===== config.mk =====
export PLATFORM = sky130hd
export DESIGN_NAME = act_sparse_encode_unit
export DESIGN_NICKNAME = d
export VERILOG_FILES = /design/src/rtl/act_sparse_encode_unit.sv
export SDC_FILE = /design/constraint.sdc
export NUM_CORES = 1
export LEC_CHECK = 0
export ABC_AREA = 1
export BUFFER_PORTS_ARGS = -buffer_cell sky130_fd_sc_hd__clkbuf_2
export CAP_MARGIN = 20
export CORE_MARGIN = 8
export CORE_UTILIZATION = 48
export CTS_CLUSTER_DIAMETER = 200
export DETAILED_ROUTE_END_ITERATION = 10
export GPL_ROUTABILITY_DRIVEN = 0
export PLACE_DENSITY = 0.8
export SETUP_SLACK_MARGIN = 0.1
export SLEW_MARGIN = 20
export SYNTH_ARGS = -nofsm -noshare
export SYNTH_HDL_FRONTEND = slang
export SYNTH_SLANG_ARGS = --single-unit

===== constraint.sdc =====
create_clock -name clk -period 4.9 [get_ports clk]
set_clock_uncertainty 0.15 [all_clocks]
set_input_delay 0.735 -clock clk [delete_from_list [all_inputs] [get_ports clk]]
set_output_delay 0.735 -clock clk [all_outputs]
set_load 0.02 [all_outputs]

===== src/rtl/act_sparse_encode_unit.sv =====
// Sparse activation encoder: dense 16-element block in, (value, index) beats out.
// Optional ACT_ENC_RELU_EN macro also drops negative elements from the stream.
module act_sparse_encode_unit #(
  parameter int DATA_WIDTH   = 8,
  parameter int BLOCK_NUMBER = 16
) (
  input  logic                               clk,
  input  logic                               rst,
  input  logic [BLOCK_NUMBER*DATA_WIDTH-1:0] Input_act_data,
  input  logic                               in_valid,
  output logic                               in_ready,
  output logic [DATA_WIDTH-1:0]              Output_act_data,
  output logic [3:0]                         mask,
  output logic                               out_valid,
  input  logic                               out_ready,
  output logic                               out_last,
  output logic                               out_zero
);

  localparam int DW = DATA_WIDTH;
  localparam int BN = BLOCK_NUMBER;

  typedef enum logic {IDLE, EMIT} state_t;

  state_t             state_q, state_d;
  logic [BN*DW-1:0]   blk_q, blk_d;
  logic [BN-1:0]      rem_q, rem_d;
  logic [DW-1:0]      data_q, data_d;
  logic [3:0]         mask_q, mask_d;
  logic               valid_q, valid_d;
  logic               last_q, last_d;
  logic               zero_q, zero_d;

  logic               hs;
  logic               accept;
  logic [BN-1:0]      nz;
  logic [3:0]         idx;

  // Elements that produce a beat.
  function automatic logic [BN-1:0] nz_map(
    input logic [BN*DW-1:0] b
  );
    logic [DW-1:0] e;
    nz_map = '0;
    for (int i = 0; i < BN; i++) begin
      e = b[i*DW +: DW];
`ifdef ACT_ENC_RELU_EN
      nz_map[i] = (e != '0) && !e[DW-1];
`else
      nz_map[i] = (e != '0);
`endif
    end
  endfunction

  // Index of the lowest set bit (0 when none).
  function automatic logic [3:0] low_idx(
    input logic [BN-1:0] v
  );
    low_idx = '0;
    for (int i = BN - 1; i >= 0; i--) begin
      if (v[i]) low_idx = 4'(i);
    end
  endfunction

  // Next-beat selection, block capture and handshake control.
  always_comb begin
    state_d = state_q;
    blk_d   = blk_q;
    rem_d   = rem_q;
    data_d  = data_q;
    mask_d  = mask_q;
    valid_d = valid_q;
    last_d  = last_q;
    zero_d  = zero_q;
    nz      = '0;
    idx     = '0;
    hs       = valid_q && out_ready;
    in_ready = (state_q == IDLE) || (hs && last_q);
    accept   = in_valid && in_ready;
    if (accept) begin
      nz      = nz_map(Input_act_data);
      idx     = low_idx(nz);
      blk_d   = Input_act_data;
      state_d = EMIT;
      valid_d = 1'b1;
      if (nz == '0) begin
        data_d = '0;
        mask_d = '0;
        rem_d  = '0;
        last_d = 1'b1;
        zero_d = 1'b1;
      end else begin
        data_d = Input_act_data[idx*DW +: DW];
        mask_d = idx;
        rem_d  = nz & (nz - 1'b1);
        last_d = (rem_d == '0);
        zero_d = 1'b0;
      end
    end else if (hs) begin
      if (last_q) begin
        state_d = IDLE;
        valid_d = 1'b0;
        last_d  = 1'b0;
        zero_d  = 1'b0;
      end else begin
        idx    = low_idx(rem_q);
        data_d = blk_q[idx*DW +: DW];
        mask_d = idx;
        rem_d  = rem_q & (rem_q - 1'b1);
        last_d = (rem_d == '0);
        zero_d = 1'b0;
      end
    end
  end

  // State and registered beat outputs.
  always_ff @(posedge clk) begin
    if (rst) begin
      state_q <= IDLE;
      blk_q   <= '0;
      rem_q   <= '0;
      data_q  <= '0;
      mask_q  <= '0;
      valid_q <= 1'b0;
      last_q  <= 1'b0;
      zero_q  <= 1'b0;
    end else begin
      state_q <= state_d;
      blk_q   <= blk_d;
      rem_q   <= rem_d;
      data_q  <= data_d;
      mask_q  <= mask_d;
      valid_q <= valid_d;
      last_q  <= last_d;
      zero_q  <= zero_d;
    end
  end

  assign Output_act_data = data_q;
  assign mask            = mask_q;
  assign out_valid       = valid_q;
  assign out_last        = last_q;
  assign out_zero        = zero_q;

endmodule


# Word-level counts from Yosys, hierarchy flattened
# Index checks and enable logic that the tools add are counted.
totals:
  regBits: 159
  inputBits: 132
  wordCells: 100
classes:
  n_addsub: 2
  n_eq_ne: 1
  shift: 2
  n_mux: 58
  n_bitwise: 3
  n_reduce_logical: 27
ops:
  columns: ["operator", "count"]
  rows:
  - ["indexed part select 128 x 8 -> 8 bit", 2]
  - ["2-to-1 mux 4 bit", 40]
  - ["nonzero test 8 bit", 16]
  - ["2-to-1 mux 16 bit", 4]
  - ["zero test 16 bit", 3]
  - ["bitwise AND 16 bit", 2]
  - ["2-to-1 mux 8 bit", 4]
  - ["subtractor 16 x 1 -> 16 bit, second input constant", 2]
  - ["2-to-1 mux 1 bit", 10]
  - ["AND reduction 2 bit", 2]
  - ["nonzero test 2 bit", 2]
  - ["logical AND 1 bit", 3]
  - ["!= test 2 x 1 -> 1 bit, second input constant", 1]
  - ["logical OR 1 bit", 1]
  - ["inverter 1 bit", 1]

# Longest topological paths before layout
# Gate-level depths: netlist of the first run.
logic_depth:
  word_depth: 23
  mapped_depth: 28
  depth_no_buf: 27

# Least setup slack after synthesis of the first run
# Ideal clock, no wire load.
synth_path:
  path_kind: "input to register"
  start: "input out_ready"
  end: "register mask_q[1] (netlist: mask[1])"
  t_arrival_ps: 2621
  t_required_ps: 4676
  slack_ps: 2055
  cell_stages: 8
  n_path_buf: 2
  path_cell_list: "nand2_1 > o21ai_0 > nand2_1 > inv_1 > clkbuf_1 > clkbuf_1 > nand2_1 > a31oi_1"
synth_via:
  elab_chain_len: 6
synth_lines:
  columns: ["item", "line_no", "text"]
  rows:
  - ["start, declared", "15", "input logic out_ready,"]
  - ["logical AND 1 bit *", "77", "hs = valid_q && out_ready;"]
  - ["logical AND 1 bit *", "78", "in_ready = (state_q == IDLE) || (hs && last_q);"]
  - ["logical OR 1 bit *", "78", null]
  - ["named net in_ready", "11", "output logic in_ready,"]
  - ["logical AND 1 bit *", "79", "accept = in_valid && in_ready;"]
  - ["!= test 2 x 1 -> 1 bit (no line) or nonzero test 2 bit (tied branches)", null, null]
  - ["AND reduction 2 bit (no line)", null, null]
  - ["end signal, assigned", "132", "mask_q <= mask_d;"]
  - ["end, declared", "29", "logic [3:0] mask_q, mask_d;"]
# Mark *: on every way through the listed nets, which the timed path passes. The rest lies on a longest branch.
# A chain may end at the register's enable or synchronous reset.

# Final worst setup path of the first run
layout_path:
  start: "input out_ready"
  end: "register rem_q[2]"
layout_via:
  elab_chain_len: 6
layout_lines:
  columns: ["item", "line_no", "text"]
  rows:
  - ["logical AND 1 bit *", "77", null]
  - ["logical AND 1 bit", "78", null]
  - ["logical OR 1 bit", "78", null]
  - ["logical AND 1 bit", "79", null]
  - ["!= test 2 x 1 -> 1 bit (no line) or nonzero test 2 bit (tied branches)", null, null]
  - ["AND reduction 2 bit (no line)", null, null]
  - ["end signal, assigned", "130", "rem_q <= rem_d;"]
  - ["end, declared", "27", "logic [BN-1:0] rem_q, rem_d;"]
# Every way passes the cells marked *; elsewhere a longest branch is shown, timed or not.

==> results of run 1 <==
## routing by layer
metal	vias to the layer above	wire length, um
met3	139	4707
met4	0	1526
met1	4861	12820
li1	5026	-
met2	801	14510
met5	-	0
## flip-flops by register name, indices dropped and copies added, names as in the netlist
signal           flops
Output_act_data      8
blk_q              128
mask                 4
out_last             1
out_valid            1
out_zero             1
rem_q               15
## layout make-up
type                       count  area, um2  area share
clock buffer                  19      442.9     0.04230
clock inverter                13      190.2     0.01816
inverter                     160      600.6     0.05736
multi-input combinational   1029       4916      0.4695
sequential                   158       3163      0.3021
tap                          234      292.8     0.02796
timing repair buffer         162      864.6     0.08258
## power breakdown
part           internal, uW  switching, uW
sequential             1400           55.5
combinational           293            677
clock                   867            573
## per-stage QoR
stage / hold WS, ns / total power [uW] / setup WS [ns] / cell area, um2
floorplan: 0.2797 / 2076 / 2.055 / 9076
global placement: 0.2884 / 2403 / 1.002 / 9833
detailed placement: 0.2936 / 2417 / 0.9787 / 9833
CTS: 0.3029 / 3839 / 1.414 / 10470
global route: 0.3159 / 4033 / 1.141 / 10470
finish: 0.3025 / 3866 / 1.475 / 10470
## worst max-delay path: cells and delay by family
family	cells	cell delay [ns]
AO/OA/AOI/OAI	2	0.66
buffers and inverters	3	0.80
AND/OR/NAND/NOR	3	1.38
## cell families (layout without fill, tap and decap cells)
family,after synthesis,in the layout,share of synthesized area
flops,158,158,0.3485
compound gates,438,438,0.2512
simple gates,591,591,0.2889
buf+inv,257,354,0.1114
## cells in the final DEF (no fill, tap or decap), drive strengths merged, types with 4 or more instances in the layout
| cell type | count |
|---|---|
| nand2 | 203 |
| o21ai | 223 |
| nand4 | 7 |
| a31oi | 10 |
| nand3 | 202 |
| clkbuf | 166 |
| inv | 158 |
| clkinv | 7 |
| nor4 | 20 |
| buf | 15 |
| o211ai | 5 |
| clkinvlp | 4 |
| dfxtp | 158 |
| nand3b | 7 |
| nor3 | 6 |
| bufinv | 4 |
| a21oi | 185 |
| a221oi | 4 |
| nor2 | 145 |
## final timing paths
check / start / endpoint / slack, ns
worst max-delay path: out_ready / rem_q[2]$_SDFFE_PP0P_ / 1.47
worst min-delay path: blk_q[72]$_SDFFE_PP0P_ / blk_q[72]$_SDFFE_PP0P_ / 0.30
worst min register to register: blk_q[72]$_SDFFE_PP0P_ / blk_q[72]$_SDFFE_PP0P_ / 0.30
worst max register to register: rem_q[13]$_SDFFE_PP0P_ / Output_act_data[3]$_SDFFE_PP0P_ / 1.47
==> metrics.csv, run 1 <==
metric;value;unit
status;finished, final reports clean;
worstPathArrival;3.60;ns
row_count;50;
finalSetupViolations;0;
crit_path_end_kind;flip-flop;
core_area;18640;um2
worstSetupPathType;in2reg;
clock_path_buffers;2;
synth_cell_type_count;40;
final_nets;1660;
cts-root-buf;clkbuf_16;
ctsResizeCount;0;
avgSynthCellArea;6.285;um2
ioPinCount;148;
diodes;0;
netlist_area;9076;um2
max_freq;292.0;MHz
critPathLaunchType;input port;
cts_hold_buf;0;
synth_edf_count;0;
via_per_inst;6.100;
antenna_left;0;
synth_area_leaders;dfxtp_1 35%, o21ai_0 12%, nand3_1 11%;
cts_setup_buffers;0;
p_leak;0.004565;uW
grtUsageMet3;0.08969;
path_clk_slew;0.07;ns
vias;10830;
r2r_cells;19;
grt_pass1_vias;10120;
hp-class;reg2reg;
initial_core_util;0.4868;
io_buffers;147;
drc;0;
syn2layout_area_growth;15.36;%
synthTopCellsByCount;218 x o21ai_0, 202 x nand3_1, 201 x nand2_1;
drv_cap;0;
irDropWorstVdd;0.2572;mV
seq_area_frac_synth;0.3485;
fin_util;0.5616;
grt.met1_usage;0.3616;
drtIter0Drc;1510;
dieHeight;153.5;um
rsz0062_at_grt;no;
syn_nets;1576;
h-tree-depth;4;
cp_slowest_stage_delay;0.73;ns
use_met2;0.4220;
cts.sinks;158;
worstPathRequired;5.08;ns
crit_fanout;58;
drv_slew;0;
netlist.area_leader.share;0.3485;
drive_gt1_frac;0.1389;
syn-instance-count;1444;
die_area;23570;um2
clk_latency;0.45;ns
busiest_layer;met2;
ys_warn_count;0;
yosys_most_used_dff;dfxtp_1;
tightestPinTransition;0.9424;ns
synth_seq_cells;158;
dp_hpwl;23.32;mm
place.detailed.instances;1743;
track_usage;0.2829;
fillers;1839;
async_reset_ff_frac;0;
fin_crit_sh;0.6990;
synth_most_common_cell;o21ai_0;
powerDensity;369.2;nW/um2
period_needed;3.425;ns
wire_per_inst;18.91;um
crit_path_top_delay_cell;nor2_1;
crit_chain;clkbuf_2, nand2_1, o21ai_0, nand2_4, inv_2, nor2_1, inv_1, o221a_2;
max_slew_margin;0.3694;
grt_max_degree;114;
wirelength;33.56;mm
setup-tns-final;0;ns
stdcell_count;1775;
cts_buffers;17;
grt_pass1_wl;53.99;mm
yosysTopAreaCell;dfxtp_1;
cts_tree;yes;
hold_viol_final;0;
hold_depth;2;
dr.pass1.iters;5;
antenna_found_initial;0;
grt-ovfl-total;0;
die_width;153.5;um
No activity file was read; power rests on OpenSTA's default activity.
==> run 2, diff against run 1 <==
==> constraint.sdc (replaced) <==
create_clock -name clk -period 3.28 [get_ports clk]
set_clock_uncertainty 0.15 [all_clocks]
set_input_delay 0.492 -clock clk [delete_from_list [all_inputs] [get_ports clk]]
set_output_delay 0.492 -clock clk [all_outputs]
set_load 0.02 [all_outputs]
==> run 2 against run 1 <==
  * Clock-buffer cell count up 1
  * Worst hold slack worse by 0.12 ns
  * Die area unchanged
  * Global-route usage down 0.86 points
  * Combinational power up 55%
  * Clock power up 38%
  * Setup slack worse by 1.2 ns
  * Non-clock buffer count up 30
  * Cell area up 1.9%
  * Total power up 47%
  * Routed wire length down 1.3%
==> metrics.csv, run 2 (synthesis gave the netlist of run 1 again) <==
metric;value;unit;change
irDropWorstVdd;0.4034;mV;+57%
powerDensity;531.5;nW/um2;+44%
fin_util;0.5723;;+0.01074
drtIter0Drc;1467;;-2.8%
critPathLaunchType;input port;;
status;finished, final reports clean;;
die_width;153.5;um;unchanged
ioPinCount;148;;unchanged
dieHeight;153.5;um;unchanged
cts_tree;yes;;
wirelength;33.11;mm;-1.3%
clk_latency;0.43;ns;-0.02 ns
worstPathArrival;3.23;ns;-0.37 ns
crit_path_top_delay_cell;nor4_1;;
multiInputGateArea;4918;um2;about the same
max_slew_margin;0.3324;;-0.03707
crit_path_end_kind;flip-flop;;
h-tree-depth;4;;unchanged
drv_slew;0;;unchanged
max_freq;331.2;MHz;
cts_buffers;17;;unchanged
grt_max_degree;114;;unchanged
wire_per_inst;18.34;um;-3.0%
worstPathRequired;3.49;ns;-1.59 ns
crit_chain;clkbuf_2, nor4_1, nand2_1, inv_1, nand2_1, nand2_1, nand2_1, nand2_1, nand2_1, nand2_1, nand2_1, nand2_4, buf_4, buf_4, nand3_1, nand3_1, nand2_1, nand2_1, nand2_1, nand2_1, nand3_1, a21oi_1;;
grt_pass1_wl;52.24;mm;-3.2%
dp_hpwl;23.61;mm;+1.3%
antenna_found_initial;0;;unchanged
mostFrequentLayoutCell;o21ai_0;;
seqCellArea;3163;um2;unchanged
core_area;18640;um2;unchanged
crit_fanout;25;;-57%
diodes;0;;unchanged
path_buf_inv;4;;+1
finalSetupViolations;0;;unchanged
cts-root-buf;clkbuf_16;;
cts.sinks;158;;unchanged
drv_cap;0;;unchanged
grt_pass1_vias;10080;;-0.44%
hp-class;in2reg;;
fillers;1816;;-1.3%
layout_common_cells;218 x o21ai_0, 202 x nand3_1, 199 x nand2_1;;
hold_viol_final;0;;unchanged
cts_hold_buf;0;;unchanged
rsz0062_at_grt;yes;;
cp_slowest_stage_delay;0.46;ns;-0.27 ns
drc;0;;unchanged
fin_crit_sh;0.9204;;
antenna_left;0;;unchanged
setup-tns-final;0;ns;unchanged
final_nets;1690;;+1.8%
via_per_inst;6.015;;-1.4%
period_needed;3.019;ns;
row_count;50;;unchanged
clock_path_buffers;2;;unchanged
cpMostUsedCell;nand2_1;;
tightestPinTransition;0.9938;ns;+0.05145 ns
largest_reg_flops;128;;unchanged
track_usage;0.2743;;-0.008641
dr.pass1.iters;7;;+2
io_buffers;147;;unchanged
die_area;23570;um2;unchanged
drive_gt1_frac;0.1560;;+0.01708
path_clk_slew;0.07;ns;about the same
initial_core_util;0.4868;;unchanged
cp_top_family;simple AND/OR/NAND/NOR gates;;
grt-ovfl-total;0;;unchanged
worstSetupPathType;in2reg;;
largest-register;blk_q;;
vias;10860;;+0.28%
p_leak;0.004694;uW;+2.8%
syn2layout_area_growth;17.56;%;
==> run 2: cell types whose count changed in the layout (fill, tap and decap cells not counted), sizes merged <==
cell | previous run | this run
buf | 15 | 45
clkinv | 7 | 9
bufinv | 4 | 2
inv | 158 | 157
clkbuf | 166 | 167
==> run 2: layer usage <==
metal / track usage / vias to the layer above / wire [um]
met4: 0.1372 / 0 / 1384
met5: 0 / - / 0
met3: 0.08044 / 122 / 4547
li1: - / 5085 / -
met1: 0.3509 / 4880 / 13030
met2: 0.4142 / 770 / 14150
==> run 2: timing repair <==
action / 4_1_cts / 5_1_grt
gates resized for setup: 0 / 2
setup endpoints to repair: 0 / 8
setup buffers: 0 / 3
==> run 2: final timing paths <==
kind                            slack (ns)                   start                         endpoint  cells past startpoint
worst max-delay path                  0.26      Input_act_data[64]  Output_act_data[3]$_SDFFE_PP0P_                     22
worst min-delay path                  0.18     Input_act_data[100]          blk_q[100]$_SDFFE_PP0P_                      3
worst max register to register        0.40  rem_q[15]$_SDFFE_PP0P_  Output_act_data[2]$_SDFFE_PP0P_                     18
worst min register to register        0.30  blk_q[48]$_SDFFE_PP0P_           blk_q[48]$_SDFFE_PP0P_                      2
==> run 2: final cells by class <==
type | count | area share
flip-flops and latches | 158 | 0.2964
repair buffers | 192 | 0.1030
well taps | 234 | 0.02744
multi-input cells | 1029 | 0.4610
inverters | 160 | 0.05664
clock buffers | 20 | 0.04280
clock inverters | 12 | 0.01278
==> run 2: power breakdown <==
group,switching [uW],leakage [uW],internal [uW],total [uW]
Sequential,82.4,0.00131,2090,2170
Combinational,1030,0.00310,473,1500
Clock,828,0.000283,1160,1990
==> run 2: tightest hold or removal path, stage by stage <==
cell and delay, ns:
clkbuf_2 0.09, inv_1 0.07, a21oi_1 0.06
==> run 2: per-stage QoR <==
| step | cells | hold WS [ns] | power [uW] | worst slack [ns] | instance area [um2] |
|---|---|---|---|---|---|
| global route | 1805 | 0.1904 | 5919 | 0.09637 | 10670 |
| global placement | 1770 | 0.2896 | 3624 | 0.1128 | 10050 |
| floorplan | 1444 | 0.2797 | 3101 | 0.6776 | 9076 |
| finish | 1805 | 0.1835 | 5671 | 0.2610 | 10670 |
| detailed placement | 1770 | 0.2939 | 3645 | 0.03081 | 10050 |
| CTS | 1802 | 0.1767 | 5611 | 0.4256 | 10640 |
